[config.mk]
export PLATFORM = sky130hd
export DESIGN_NAME = led_ws2812_tx
export DESIGN_NICKNAME = d
export VERILOG_FILES = /design/src/rtl/led_ws2812_tx.sv
export SDC_FILE = /design/constraint.sdc
export NUM_CORES = 1
export LEC_CHECK = 0
export CORE_ASPECT_RATIO = 1.5
export CORE_MARGIN = 5
export CORE_UTILIZATION = 40
export CTS_CLUSTER_DIAMETER = 100
export DETAILED_ROUTE_END_ITERATION = 8
export PLACE_DENSITY = 0.62
export SYNTH_ARGS = -nofsm -noshare
export SYNTH_HDL_FRONTEND = slang
export SYNTH_SLANG_ARGS = --single-unit
[constraint.sdc]
create_clock -name clk -period 2.5 [get_ports clk]
set_input_delay 0.75 -clock clk [delete_from_list [all_inputs] [get_ports clk]]
set_output_delay 0.75 -clock clk [all_outputs]
set_load 0.1 [all_outputs]
[src/rtl/led_ws2812_tx.sv]
// led_ws2812_tx: serialises LED_NUM RGB444 pixels from a synchronous FIFO
// onto a WS2812 one-wire data line (GRB888, MSB first, NRZ timing), then
// holds the line low for the latch period.
// Build option: define LED_WS2812_GAMMA_EN to expand 4-bit channels through
// a gamma-2.2 table instead of nibble replication.
//
// FIFO handshake: fifo_re is asserted for one cycle in FETCH only when
// fifo_empty is low; the word is taken from fifo_rdata on the following
// cycle (LOAD). An empty FIFO at FETCH substitutes a black pixel and sets
// the sticky underrun flag.
module led_ws2812_tx #(
   parameter int LED_NUM = 47,
   parameter int T_BIT   = 63,
   parameter int T0H     = 20,
   parameter int T1H     = 40,
   parameter int T_LATCH = 15000
) (
   input  logic        clk,
   input  logic        rst,
   input  logic        send_start,
   input  logic        fifo_empty,
   input  logic [11:0] fifo_rdata,
   output logic        fifo_re,
   output logic        dout,
   output logic        busy,
   output logic        done,
   output logic        underrun,
   output logic [2:0]  state_dbg
);

   localparam int TICK_MAX = (T_BIT > T_LATCH) ? T_BIT : T_LATCH;
   localparam int TW       = $clog2(TICK_MAX + 1);
   localparam int PW       = $clog2(LED_NUM + 1);

   typedef enum logic [2:0] {
      S_IDLE   = 3'd0,
      S_FETCH  = 3'd1,
      S_LOAD   = 3'd2,
      S_BIT_HI = 3'd3,
      S_BIT_LO = 3'd4,
      S_NEXT   = 3'd5,
      S_LATCH  = 3'd6,
      S_DONE   = 3'd7
   } state_t;

   state_t          r_state;
   state_t          w_state_nxt;
   logic            r_dout;
   logic            r_underrun;
   logic            r_sub;
   logic [23:0]     r_sr;
   logic [4:0]      r_bit_cnt;
   logic [TW-1:0]   r_tick;
   logic [PW-1:0]   r_pix_cnt;
   logic [TW-1:0]   w_th;
   logic            w_hi_end;
   logic            w_lo_end;
   logic            w_latch_end;
   logic [11:0]     w_pix;
   logic [23:0]     w_grb;

   // 4-bit to 8-bit channel expansion
   function automatic logic [7:0] expand(input logic [3:0] c);
`ifdef LED_WS2812_GAMMA_EN
      logic [7:0] g;
      case (c)
         4'd0:    g = 8'd0;
         4'd1:    g = 8'd1;
         4'd2:    g = 8'd3;
         4'd3:    g = 8'd7;
         4'd4:    g = 8'd14;
         4'd5:    g = 8'd23;
         4'd6:    g = 8'd34;
         4'd7:    g = 8'd48;
         4'd8:    g = 8'd64;
         4'd9:    g = 8'd83;
         4'd10:   g = 8'd105;
         4'd11:   g = 8'd129;
         4'd12:   g = 8'd156;
         4'd13:   g = 8'd186;
         4'd14:   g = 8'd219;
         default: g = 8'd255;
      endcase
      return g;
`else
      return {c, c};
`endif
   endfunction

   // High time depends on the bit currently at the head of the shift register
   assign w_th        = r_sr[23] ? TW'(T1H) : TW'(T0H);
   assign w_hi_end    = (r_tick == w_th - TW'(1));
   assign w_lo_end    = (r_tick == TW'(T_BIT) - w_th - TW'(1));
   assign w_latch_end = (r_tick == TW'(T_LATCH - 1));

   // Pixel word seen in LOAD: black if the fetch found the FIFO empty
   assign w_pix = r_sub ? 12'h000 : fifo_rdata;
   assign w_grb = {expand(w_pix[7:4]), expand(w_pix[11:8]), expand(w_pix[3:0])};

   // Next-state decode
   always_comb begin
      w_state_nxt = r_state;
      case (r_state)
         S_IDLE:   if (send_start) w_state_nxt = S_FETCH;
         S_FETCH:  w_state_nxt = S_LOAD;
         S_LOAD:   w_state_nxt = S_BIT_HI;
         S_BIT_HI: if (w_hi_end) w_state_nxt = S_BIT_LO;
         S_BIT_LO: if (w_lo_end) w_state_nxt = (r_bit_cnt != 5'd0) ? S_BIT_HI : S_NEXT;
         S_NEXT:   w_state_nxt = (r_pix_cnt == PW'(LED_NUM - 1)) ? S_LATCH : S_FETCH;
         S_LATCH:  if (w_latch_end) w_state_nxt = S_DONE;
         S_DONE:   w_state_nxt = S_IDLE;
         default:  w_state_nxt = S_IDLE;
      endcase
   end

   // State register, registered data line, counters and datapath
   always_ff @(posedge clk) begin
      if (rst) begin
         r_state    <= S_IDLE;
         r_dout     <= 1'b0;
         r_underrun <= 1'b0;
         r_sub      <= 1'b0;
         r_sr       <= '0;
         r_bit_cnt  <= '0;
         r_tick     <= '0;
         r_pix_cnt  <= '0;
      end else begin
         r_state <= w_state_nxt;
         r_dout  <= (w_state_nxt == S_BIT_HI);
         case (r_state)
            S_IDLE: begin
               r_tick <= '0;
               if (send_start) begin
                  r_pix_cnt  <= '0;
                  r_underrun <= 1'b0;
               end
            end
            S_FETCH: begin
               r_sub <= fifo_empty;
               if (fifo_empty) r_underrun <= 1'b1;
            end
            S_LOAD: begin
               r_sr      <= w_grb;
               r_bit_cnt <= 5'd23;
               r_tick    <= '0;
            end
            S_BIT_HI: r_tick <= w_hi_end ? '0 : r_tick + TW'(1);
            S_BIT_LO: begin
               if (w_lo_end) begin
                  r_tick <= '0;
                  if (r_bit_cnt != 5'd0) begin
                     r_sr      <= {r_sr[22:0], 1'b0};
                     r_bit_cnt <= r_bit_cnt - 5'd1;
                  end
               end else begin
                  r_tick <= r_tick + TW'(1);
               end
            end
            S_NEXT: begin
               r_tick <= '0;
               if (r_pix_cnt != PW'(LED_NUM - 1)) r_pix_cnt <= r_pix_cnt + PW'(1);
            end
            S_LATCH: r_tick <= r_tick + TW'(1);
            default: r_tick <= '0;
         endcase
      end
   end

   assign fifo_re   = (r_state == S_FETCH) && !fifo_empty;
   assign busy      = (r_state != S_IDLE) && (r_state != S_DONE);
   assign done      = (r_state == S_DONE);
   assign dout      = r_dout;
   assign underrun  = r_underrun;
   assign state_dbg = r_state;

endmodule

# Word-level counts from Yosys, hierarchy flattened
# Index checks and enable logic that the tools add are counted.
dict set report word_totals {
  inputBits 16
  output_inout_bits 8
  reg_bits 55
}
dict set report classes {
  n_addsub 6
  reduce_logical 12
  eq_ne 19
  muxes 24
}
# cell count
set ops {}
lappend ops {{14-bit one-hot mux with 4 select lines} 1}
lappend ops {{24-bit 2-to-1 mux} 2}
lappend ops {{24-bit one-hot mux with 2 select lines} 1}
lappend ops {{14-bit equality test} 2}
lappend ops {{14-bit 2-to-1 mux} 2}
lappend ops {{3-bit one-hot mux with 8 select lines} 1}
lappend ops {{3-bit 2-to-1 mux} 6}
lappend ops {{6-bit 2-to-1 mux} 3}
lappend ops {{14-bit by 1-bit adder with 14-bit output, second input constant} 1}
lappend ops {{14-bit equality test, second input constant} 1}
lappend ops {{3-bit equality test, second input constant} 4}
lappend ops {{12-bit 2-to-1 mux} 1}
lappend ops {{6-bit one-hot mux with 2 select lines} 1}
lappend ops {{5-bit 2-to-1 mux} 2}
lappend ops {{2-bit != test, second input constant} 5}
lappend ops {{5-bit one-hot mux with 2 select lines} 1}
lappend ops {{3-bit by 2-bit equality test with 1-bit output, second input constant} 3}
lappend ops {{3-bit AND reduction} 3}
lappend ops {{7-bit by 2-bit subtractor with 8-bit output, second input constant} 1}
lappend ops {{6-bit by 1-bit subtractor with 7-bit output, second input constant} 1}
lappend ops {{6-bit by 6-bit subtractor with 7-bit output, first input constant} 1}
lappend ops {{6-bit by 1-bit adder with 6-bit output, second input constant} 1}
lappend ops {{6-bit equality test, second input constant} 1}
lappend ops {{6-bit != test, second input constant} 1}
lappend ops {{other kinds (11)} 15}

# Logic depth before layout (Yosys ltp)
# Gate-level depths: netlist of the first run.
dict set report depth {
  depth_word 7
  mapped_depth 10
  depth_no_buf 8
}

# Least setup slack after synthesis of the first run
# OpenSTA, ideal clock, no wires.
dict set report synth_timing {
  path_type {register -> output}
  from {register r_state[0], in the netlist state_dbg[0]}
  to {output busy}
  n_path_buf 1
  arrival_time_ps 2941
  slack_ps -1191
  stages_incl_launch_ff 4
  path_cell_list {dfxtp_1 -> clkbuf_1 -> and3_1 -> nor2_1}
}
dict set report synth_via {
  elab_chain_cells 2
  elab_cells_between_ends 3
}
# element line_no
set synth_rtl {}
lappend synth_rtl {{start: declaration} 46} ;# state_t r_state;
lappend synth_rtl {{start signal: assignment} 128} ;# r_state <= w_state_nxt;
lappend synth_rtl {{3-bit != test or 3-bit nonzero test (tied branches)} 170} ;# assign busy = (r_state != S_IDLE) && (r_state != S_DONE);
lappend synth_rtl {{1-bit logical AND *} 170}
lappend synth_rtl {{end: declaration} 25} ;# output logic busy,
# Mark *: on every way between the ends. The rest lies on a longest branch, timed or not.

# Final worst setup path of the first run
dict set report layout_timing {
  from {input fifo_empty}
  to {output fifo_re}
}
dict set report layout_via {
  elab_chain_cells 2
}
# element line_no
set layout_rtl {}
lappend layout_rtl {{start: declaration} 21} ;# input logic fifo_empty,
lappend layout_rtl {{1-bit zero test} 169} ;# assign fifo_re = (r_state == S_FETCH) && !fifo_empty;
lappend layout_rtl {{1-bit logical AND} 169}
lappend layout_rtl {{end: declaration} 23} ;# output logic fifo_re,
# No other way between the ends.

==> results by stage, run 1 <==
Route:
- The detailed-routing iteration count for the pre-antenna-repair pass is 4.
- Dividing the detail-routed wire length by the instance count gives 14.76 um.
- The routed design has 6198 um of wire.
- In the routed layout, each cell is associated on average with a via count of 5.779.
- In the routed design, unresolved DRC markers number 0.
- In this run the remaining antenna-violating nets after routing total 0.
- The detailed router placed 2,427 vias in this run.
- The number of DRC markers in iteration 0 is 75.

STA:
- The slew at the pin with the worst max-slew slack is 0.5237 ns.
- The max-slew violation total from the final report was 0.
- The headroom to the max-slew limit is 0.6459.
- Derived from the worst setup path, the maximum achievable clock frequency is 0.4343 GHz.
- Setup violations remaining at the end of the flow were counted as 0.
- Dividing the final minimum period by the clock period gives 0.9210.
- Across the routed clock network, the largest skew measured is 0.01211 ns.
- The clock period minus worst slack is 2.302 ns.
- Setup repair after global routing left no endpoint under its margin.
- The number of endpoints with negative hold slack in the final report is 0.
- The accumulated negative setup slack is 0 ns.

Min path:
- The source of the worst hold timing path is underrun.
- The worst hold path class is flip-flop to flip-flop.

Place:
- Input and output buffers added on the ports amount to 23.
- In this run, placement finished with an instance count of 412.
- The cell area after placement is 0.003146 sq mm.
- The wire-length estimate of the detail-placed layout is 4397 um.
- The final RePlAce weighted congestion is 0.7972.

CTS:
- The clock insertion delay at the later pin of the skew report is 0.31 ns.
- The total of cells resized after clock tree synthesis is 0.
- The maximum level of the CTS H-tree is 2.
- The cell sitting at the root of the clock tree is a clkbuf_8.
- The clock sink total is 55.
- The total setup buffers inserted after CTS is 0.
- After clock tree synthesis, the clock-pin slew on the worst setup and hold paths is 0.10 ns.
- The deepest clock path buffer count is 2.
- The total clock buffers created by CTS is 5.
- The number of buffers added to fix hold violations after cts is 0.
- The CTS tree is yes.

Worst setup path:
- Among cell families on the critical path, the largest total delay comes from buffers and inverters.
- Along the worst path, the maximum fanout reaches 2.
- Together, buffers and inverters on the worst path number 2.
- STA classifies the critical path endpoint as a primary output.
- Data on the critical path arrives at its endpoint at 1.55 ns.
- The worst setup path is launched from an input pin.
- The timing startpoint of the critical path is fifo_empty.
- The worst reg2reg path startpoint is r_tick[0].
- Data on the critical path is required at its endpoint by 1.75 ns.
- The largest stage delay on the critical path is 0.45 ns.
- By startpoint and endpoint, the worst setup path is classified as input pin to primary output.
- On the critical path, the stage with the largest delay is an instance of clkdlybuf4s50_1.
- Walking the worst path, the cells encountered are clkdlybuf4s50_1, nor2_4, buf_12.

Global route:
- The number of global-route vias before repair is 2,344.
- After global routing the overflow that remains totals 0.
- The initial antenna violation count is 0.
- met2 is the most crowded layer.
- Entering global routing, the biggest net connects 32 pins.
- The global-route wire length before repair is 10,910 um.
- For met2 alone, demand over resource in global routing was 0.2621.
- The met1 routing resource usage after global routing is 0.1772.
- Across every metal layer, demand over resource in global routing totals 0.1485.
- For this run, global-route usage on met3 was measured as 0.03105.

Die:
- 24 I/O pins were placed.
- The die is 78.74 um wide.
- The region available for standard cell placement spans 0.006898 sq mm.
- The height of the die is 113.1 um.
- The floorplan die area is 0.008906 sq mm.
- For this configuration, the core starts out at a cell density of 0.4110.
- The initialized floorplan defines 37 standard-cell rows.

Logic synthesis:
- Yosys printed 0 warnings.
- The post-synth design cell area is 0.002835 sq mm.
- The number of distinct standard cells referenced by the synthesized netlist is 54.
- The share of synthesized registers carrying an async set or reset is 0.
- The synthesized netlist net count is 347.
- The synthesis-stage register bit count is 55.
- The sequential-to-total area share from yosys stat is 0.3883.
- For this run, the leading register cell type out of synthesis is dfxtp_1.
- Synthesis produced a netlist whose cell count is 325.
- After synthesis, the mean cell area works out to 8.724 sq um.
- The number of enable-type register cells in the synthesized netlist is 0.

Finish:
- The number of antenna diodes is 0.
- The library cells used most frequently in the layout, excluding fill and tap cells, are 52 x dfxtp_1, 41 x nor2_1, 24 x nor3_1, 21 x a221oi_1, 20 x a21oi_1.
- The post-layout net count is 363.
- The finished cells cover 0.003244 sq mm.
- Leaving out fill and tap cells, the most frequent cell in the layout is dfxtp_1.
- The post-synthesis to final-layout area growth is 14.43%.
- The utilization after layout is 0.4703.
- The layout has 701 filler cells.
- In the final layout, the share of cells above drive strength 1 is 0.1608.
- After the flow finishes, the layout carries non-filler instances totaling 420.

Flow run:
- The count of maximum capacitance violations is 0.

Power and ir drop:
- In this run the static leakage power is 0.001092 uW.
- In this run the power density over the cells is 614.5 mW/mm^2.
- The maximum ir drop on the vdd rail is 0.3282 mV.

Run status:
- The flow ran to the end, and the final reports show no timing, DRC or antenna violations.
==> worst min-delay path, cell delays in order (launching register included) <==
cell,delay [ns]
dfxtp_1,0.33
inv_1,0.05
a21oi_1,0.05
==> through the flow <==
stage	hold WS, ns	setup WS, ns	power [uW]
after global placement	0.4366	0.2061	1490
final	0.4597	0.1976	1994
after global routing	0.4930	0.05078	2127
after floorplan	0.4364	0.04050	1368
after CTS	0.4640	0.1964	2030
after detailed placement	0.4456	0.1999	1496
==> Yosys cell counts, drive strengths merged, types with 3 or more instances <==
library cell / n / area [sq um]
clkbuf: 10 / 37.54
nand2: 18 / 70.07
a221oi: 24 / 229.0
a211oi: 3 / 22.52
nor2: 44 / 167.7
a22o: 5 / 43.79
nand3: 11 / 55.05
nand3b: 5 / 37.54
a31oi: 6 / 37.54
dfxtp: 55 / 1101
nand2b: 4 / 25.02
xnor2: 5 / 43.79
o21ai: 9 / 48.80
xor2: 4 / 35.03
buf: 11 / 93.83
inv: 10 / 37.54
or3: 3 / 18.77
and3: 5 / 31.28
ha: 6 / 75.07
a21oi: 21 / 108.9
nor3: 37 / 250.2
==> cell type report <==
class / instances / area (sq um) / share of cell area
inverters: 10 / 37.54 / 0.01157
clock inverters: 2 / 16.27 / 0.005014
multi-input cells: 239 / 1585 / 0.4886
well taps: 78 / 97.59 / 0.03008
flip-flops and latches: 55 / 1105 / 0.3405
repair buffers: 30 / 320.3 / 0.09873
clock buffers: 6 / 82.58 / 0.02545
==> state kept, by name, indices dropped and copies added (netlist names) <==
name	cells
state_dbg	3
r_pix_cnt	6
r_tick	14
r_sub	1
underrun	1
r_sr	24
dout	1
r_bit_cnt	5
==> power by group <==
group	switching [uW]	total (uW)	internal, uW
Sequential	58.3	1000	946
Clock	295	522	227
Combinational	289	467	178
==> metal layers <==
| metal | up-vias | share of wire |
|---|---|---|
| met5 | - | 0 |
| met4 | 0 | 0.014 |
| met3 | 6 | 0.033 |
| met2 | 32 | 0.50 |
| met1 | 1157 | 0.45 |
| li1 | 1232 | - |
==> cell families (layout without fill, tap and decap cells) <==
group | Yosys count | count (layout) | synth area share
flops | 55 | 55 | 0.3884
xor+xnor | 9 | 9 | 0.02780
buf+inv | 31 | 48 | 0.05958
simple gates | 142 | 142 | 0.2802
fa+ha+maj | 6 | 6 | 0.02648
compound gates | 82 | 82 | 0.2176
==> path summary, 6_finish.rpt <==
kind	end	slack, ns	cells past startpoint
max	fifo_re	0.20	3
min	underrun	0.46	2
max reg2reg	r_sr[21]	0.29	9
min reg2reg	underrun	0.46	2
(Power assumes the default switching activity.)
==> run 2, diff against run 1 <==
--- a/config.mk
+++ b/config.mk
@@ -7,10 +7,11 @@
 export LEC_CHECK = 0
 export CORE_ASPECT_RATIO = 1.5
 export CORE_MARGIN = 5
-export CORE_UTILIZATION = 40
+export CORE_UTILIZATION = 30
 export CTS_CLUSTER_DIAMETER = 100
 export DETAILED_ROUTE_END_ITERATION = 8
-export PLACE_DENSITY = 0.62
+export GPL_ROUTABILITY_DRIVEN = 0
+export PLACE_DENSITY = 0.5
 export SYNTH_ARGS = -nofsm -noshare
 export SYNTH_HDL_FRONTEND = slang
 export SYNTH_SLANG_ARGS = --single-unit
==> run 2 against run 1 <==
- design area rose by 2.8%
- combinational power hardly changed
- fmax rose by 0.23%
- largest cell class unchanged
- non-clock buffer count grew 3
- setup slack better by 0.0052 ns
- largest power group unchanged
- worst hold slack got worse by 0.0075 ns
- clock-buffer cell count is 1 higher
- clock power up 29%
- register-to-register slack lost 0.02 ns
- flip-flop and latch count is the same
- final cell count up 8.8%
- via count grew 0.41%
==> results by stage, run 2 (synthesis gave the netlist of run 1 again) <==
Run status:
- The flow ran to the end, and the final reports show no timing, DRC or antenna violations.

Worst setup path:
- The maximum fanout along the worst path is 2.
- The sort of element at the start of the critical path is an input pin.
- At the worst endpoint, the required time is 1.75 ns.
- For this design, the slowest cell found on the critical path is clkdlybuf4s50_1.
- The critical path is of the input pin to primary output type.
- Data arrives at the worst endpoint at 1.55 ns.
- STA classifies the critical path endpoint as a primary output.
- Traced cell by cell, the critical path runs through clkdlybuf4s50_1, nor2_4, buf_12.
- The largest stage delay on the critical path is 0.45 ns.

Min path:
- The worst hold path class is flip-flop to flip-flop.

Global route:
- The remaining global-route overflow is 0.
- For this run, the total global-route usage over all layers was measured as 0.1196.
- The maximum number of pins on one net before global-route repair is 37.
- The initial antenna violation count is 0.
- The global-route wire length before repair is 11,250 um.
- The number of global-route vias before repair is 2,341.

CTS:
- The clock passes through at most 2 buffers.
- The total of cells resized after clock tree synthesis is 0.
- The maximum level of the CTS H-tree is 2.
- The total clock buffers created by CTS is 5.
- The clock slew seen by the registers of the worst setup and hold paths is 0.07 ns.
- The buffer cell driving the clock tree root is clkbuf_16.
- The number of hold buffers added after CTS was 0.
- After clock tree synthesis, the setup repair step added 0 buffers.
- The CTS tree is yes.
- The clock sink total is 55.
- At the later pin of the worst-skew pair, clock insertion delay measures 0.29 ns.

Finish:
- The final layout contains 366 nets.
- In the final layout, the registers with the most flip-flops are r_sr (24), r_tick (14), r_pix_cnt (6).
- The utilization after layout is 0.3605.
- The number of antenna diodes in the final layout is 0.
- Leaving out fill and tap cells, the most frequent cell in the layout is dfxtp_1.
- The share of post-route cells with drive strength above 1 is 0.1623.
- The flip-flop count of the largest register, all copies and words added is 24.
- From synthesis to final layout, the design area changed by 17.65%.
- The register containing the most flip-flops in the final layout is r_sr.
- The post-route non-filler standard cell count is 457.
- In the layout the commonest cells are 52 x dfxtp_1, 41 x nor2_1, 24 x nor3_1, 21 x a221oi_1, 20 x a21oi_1.

STA:
- Hold timing on the final database bottoms out at a slack of 0.4522 ns.
- The worst pin sits at a relative slew slack of 0.6690.
- The accumulated negative setup slack is 0 ns.
- At the pin with the least slew margin, the transition time is 0.4897 ns.
- Setup repair after global routing left no endpoint under its margin.
- Static timing analysis puts the maximum clock frequency at 0.4353 GHz.
- The number of endpoints with negative hold slack in the final report is 0.
- The final worst setup slack is 0.2028 ns.
- The maximum clock skew at final layout is 0.005503 ns.
- The max-slew violation total from the final report was 0.
- The post-route clock period utilization is 0.9189.
- Setup violations remaining at the end of the flow were counted as 0.
- The smallest clock period supported by the final layout is computed as 2.297 ns.

Route:
- The total number of vias is 2,437.
- In the final routed layout, each cell accounts on average for 14.70 um.
- The final routed DRC violation total is 0.
- In the routed layout, each cell is associated on average with a via count of 5.333.
- The count of nets left with antenna violations once routing finished came out at 0.
- The detailed-routing iteration count for the pre-antenna-repair pass is 4.
- In this run, the number of DRC markers left after iteration 0 of detailed routing was 68.
- The wire length after detailed routing is 6719 um.

Die:
- The chip width is 89.38 um.
- For this configuration, the core starts out at a cell density of 0.3064.
- The die is 129.1 um tall.
- The floorplan die area is 0.01154 sq mm.
- The floorplan has 43 rows.
- The floorplan step defined a core boundary enclosing 0.009254 sq mm.
- The count of pins on the block boundary is 24.

Power and ir drop:
- The maximum ir drop on the vdd rail is 0.2918 mV.
- The power density relative to cell area is 643.5 mW/mm^2.
- The total leakage power is 0.001123 uW.

Place:
- The placement-stage worst setup slack is 0.2011 ns.
- The sum of net half-perimeters after detailed placement is 4759 um.
- The count of input and output buffers is 23.
- Counting tap cells, the placed design contains a total of 449 instances.

Flow run:
- The count of maximum capacitance violations is 0.
run 2: worst max-delay path, delay by kind of cell:
| kind | cells | cell delay (ns) |
|---|---|---|
| buffers and inverters | 2 | 0.63 |
| and+or+nand+nor | 1 | 0.16 |
run 2: final timing paths:
check                                start       end  slack, ns  depth (start not counted)
worst max-delay path            fifo_empty   fifo_re       0.20                          3
worst min-delay path              underrun  underrun       0.45                          2
worst max register to register   r_tick[1]  r_sr[17]       0.27                          8
worst min register to register    underrun  underrun       0.45                          2
run 2: routing by layer:
metal  vias up  track usage  routed length, um
met5         -            0                  0
met2        42       0.1945               3204
met4         0      0.03243                 55
met3         4      0.02163                228
met1      1153       0.1617               3230
li1       1238            -                  -
run 2: stage by stage:
step	area [sq um]	power [uW]
global placement	3198	1493
CTS	3336	2184
floorplan	2859	1368
finish	3336	2146
detailed placement	3198	1498
global route	3336	2270
run 2: area by class of cell:
cell class	count	area [sq um]
Multi-Input combinational cell	239	1585
Timing Repair Buffer	33	330.3
Tap cell	112	140.1
Fill cell	953	5918
Clock inverter	1	5.005
Sequential cell	55	1105
Clock buffer	7	132.6
Inverter	10	37.54
run 2: power by group:
part | total [uW] | internal, uW | switching, uW
sequential | 1010 | 947 | 59.5
clock | 673 | 371 | 302
combinational | 467 | 176 | 290
==> run 3, diff against run 2 <==
--- a/config.mk
+++ b/config.mk
@@ -12,6 +12,7 @@
 export DETAILED_ROUTE_END_ITERATION = 8
 export GPL_ROUTABILITY_DRIVEN = 0
 export PLACE_DENSITY = 0.5
+export RECOVER_POWER = 25
 export SYNTH_ARGS = -nofsm -noshare
 export SYNTH_HDL_FRONTEND = slang
 export SYNTH_SLANG_ARGS = --single-unit
==> run 3 against run 2 <==
- sequential power hardly changed
- highest routed layer unchanged
- flip-flop and latch count unchanged
- via count is 0.57% lower
- power decreased by 0.17%
- largest cell class unchanged
- setup slack hardly changed
- final cell count unchanged
- core utilization shrank 0.20 points
- clock skew barely moved
- worst hold slack worse by 0.0020 ns
- clock power hardly changed
- non-clock buffer count is the same
- critical endpoint unchanged
==> results by stage, run 3 (synthesis gave the netlist of run 1 again) <==
Place:
- The cell area after placement is 0.003198 sq mm.
- The count of input and output buffers is 23.
- The sum of net half-perimeters after detailed placement is 4759 um.
- Before CTS, the worst setup slack after placement is 0.2011 ns.

Die:
- The die is 89.38 um wide.
- For this configuration, the core starts out at a cell density of 0.3064.
- In this run the core area contains 43 standard-cell rows.
- The die covers 0.01154 sq mm.
- The die is 129.1 um tall.
- The count of pins on the block boundary is 24.
- The standard cell core area is 0.009254 sq mm.

Min path:
- The worst hold path class is flip-flop to flip-flop.

Finish:
- The utilization after layout is 0.3584.
- The final layout contains 366 nets.
- The multi-input combinational cells in the finished layout cover a total of 0.001580 sq mm.
- The share of post-route cells with drive strength above 1 is 0.1565.
- The flip-flop count of the largest register, all copies and words added is 24.
- Relative to the synthesized area, the layout overhead comes to 16.99%.
- The cell area after layout is 0.003317 sq mm.
- In the final layout, flip-flops and latches occupy 0.001104 sq mm.
- The register containing the most flip-flops in the final layout is r_sr.
- The number of antenna diodes in the final layout is 0.
- In the layout the commonest cells are 53 x dfxtp_1, 41 x nor2_1, 24 x nor3_1, 21 x a221oi_1, 20 x a21oi_1.
- Counting the fill cells in the layout gives 953.
- In the final layout, the registers with the most flip-flops are r_sr (24), r_tick (14), r_pix_cnt (6).
- The leading cell type in the layout, fill and taps excluded is dfxtp_1.

STA:
- The final worst setup slack is 0.2028 ns.
- The number of setup violations in the final report is 0.
- The worst pin sits at a relative slew slack of 0.4904.
- Setup repair after global routing left no endpoint under its margin.
- The number of endpoints with negative hold slack in the final report was 0.
- The accumulated negative setup slack is 0 ns.
- The max-slew violation total from the final report is 0.
- The post-route clock period utilization is 0.9189.
- The slew at the pin with the worst max-slew slack is 0.7564 ns.
- The clock period minus worst slack is 2.297 ns.
- Based on the critical path, the design can be clocked at up to 0.4353 GHz.
- Between clock sinks in the finished design, the worst skew comes to 0.005448 ns.

Global route:
- The number of global-route vias before repair is 2,341.
- For this run, the total global-route usage over all layers was measured as 0.1196.
- The remaining global-route overflow is 0.
- The first global-routing pass estimated 11,250 um of wire.
- Entering global routing, the biggest net connects 37 pins.
- The initial antenna violation count came to 0.

CTS:
- Clock-pin slew was measured on the worst setup and hold paths at 0.07 ns.
- The buffer cell driving the clock tree root is clkbuf_16.
- CTS built an H-tree with a depth of 2.
- The total of cells resized after clock tree synthesis is 0.
- The CTS tree is yes.
- Post-CTS timing repair inserted 0 buffers for setup.
- The total clock buffers created by CTS is 5.
- The clock insertion delay at the later pin of the skew report is 0.29 ns.
- The number of buffers added to fix hold violations after cts is 0.
- The longest clock path from root to sink contains 2 buffers.
- The clock sink total is 55.

Route:
- The first routing iteration left 67 violations.
- Once detail routing completed, the nets flagged for antenna violations numbered 0.
- In the final routed layout, each cell accounts on average for 14.76 um.
- The final route contains 2,423 vias.
- Using the TritonRoute via totals, the vias-per-cell ratio works out to 5.302.
- The wire length after detailed routing is 6746 um.
- The detailed-routing iteration count for the pre-antenna-repair pass is 4.
- In the routed design, unresolved DRC markers number 0.

Power and ir drop:
- The overall power of the completed layout is 2143 uW.
- The total leakage power is 0.001118 uW.
- In this run the power density over the cells is 646.0 mW/mm^2.
- Across the VDD grid, the largest voltage drop is 0.2862 mV.

Worst setup path:
- The data arrival time of the worst path is 1.55 ns.
- The required time of the worst setup path is 1.75 ns.
- STA classifies the critical path startpoint as an input pin.
- The maximum fanout along the worst path is 2.
- The setup path with the least slack is of type input pin to primary output.
- STA classifies the critical path endpoint as a primary output.
- The setup slack of the most critical reg-to-reg path is 0.25 ns.

Run status:
- The run finished with clean final reports.

Flow run:
- Across the run, the number of max-cap violations was 0.
[run 3: worst paths after layout]
| check | from | end | depth (start not counted) |
|---|---|---|---|
| min | underrun | underrun | 2 |
| min reg2reg | underrun | underrun | 2 |
| max reg2reg | r_tick[1] | r_sr[22] | 8 |
| max | fifo_empty | fifo_re | 3 |
[run 3: power by group]
| group | internal (uW) | leakage (uW) | total [uW] | switching (uW) |
|---|---|---|---|---|
| Combinational | 171 | 0.000602 | 463 | 291 |
| Sequential | 947 | 0.000448 | 1010 | 59.6 |
| Clock | 371 | 0.0000679 | 674 | 302 |
[run 3: critical path, cell delays in order]
cell	delay [ns]
clkdlybuf4s50_1	0.45
nor2_4	0.16
buf_12	0.18
[run 3: final cells by class]
type / count / area share
multi-input cells: 239 / 0.4764
flip-flops and latches: 55 / 0.3327
repair buffers: 33 / 0.09581
well taps: 112 / 0.04225
clock buffers: 7 / 0.03998
inverters: 10 / 0.01132
clock inverters: 1 / 0.001509
[run 3: stage by stage]
| step | hold slack, ns | cells |
|---|---|---|
| 2_1_floorplan | 0.4364 | 325 |
| 4_1_cts | 0.4599 | 457 |
| 3_3_place_gp | 0.4372 | 449 |
| 5_1_grt | 0.4813 | 457 |
| 3_5_place_dp | 0.4469 | 449 |
| 6_report | 0.4502 | 457 |
[run 3: layer usage]
layer,part of all wire,track usage,vias up
li1,-,-,1238
met1,0.49,0.1617,1151
met2,0.48,0.1945,30
met3,0.029,0.02163,4
met4,0.0082,0.03243,0
met5,0,0,-
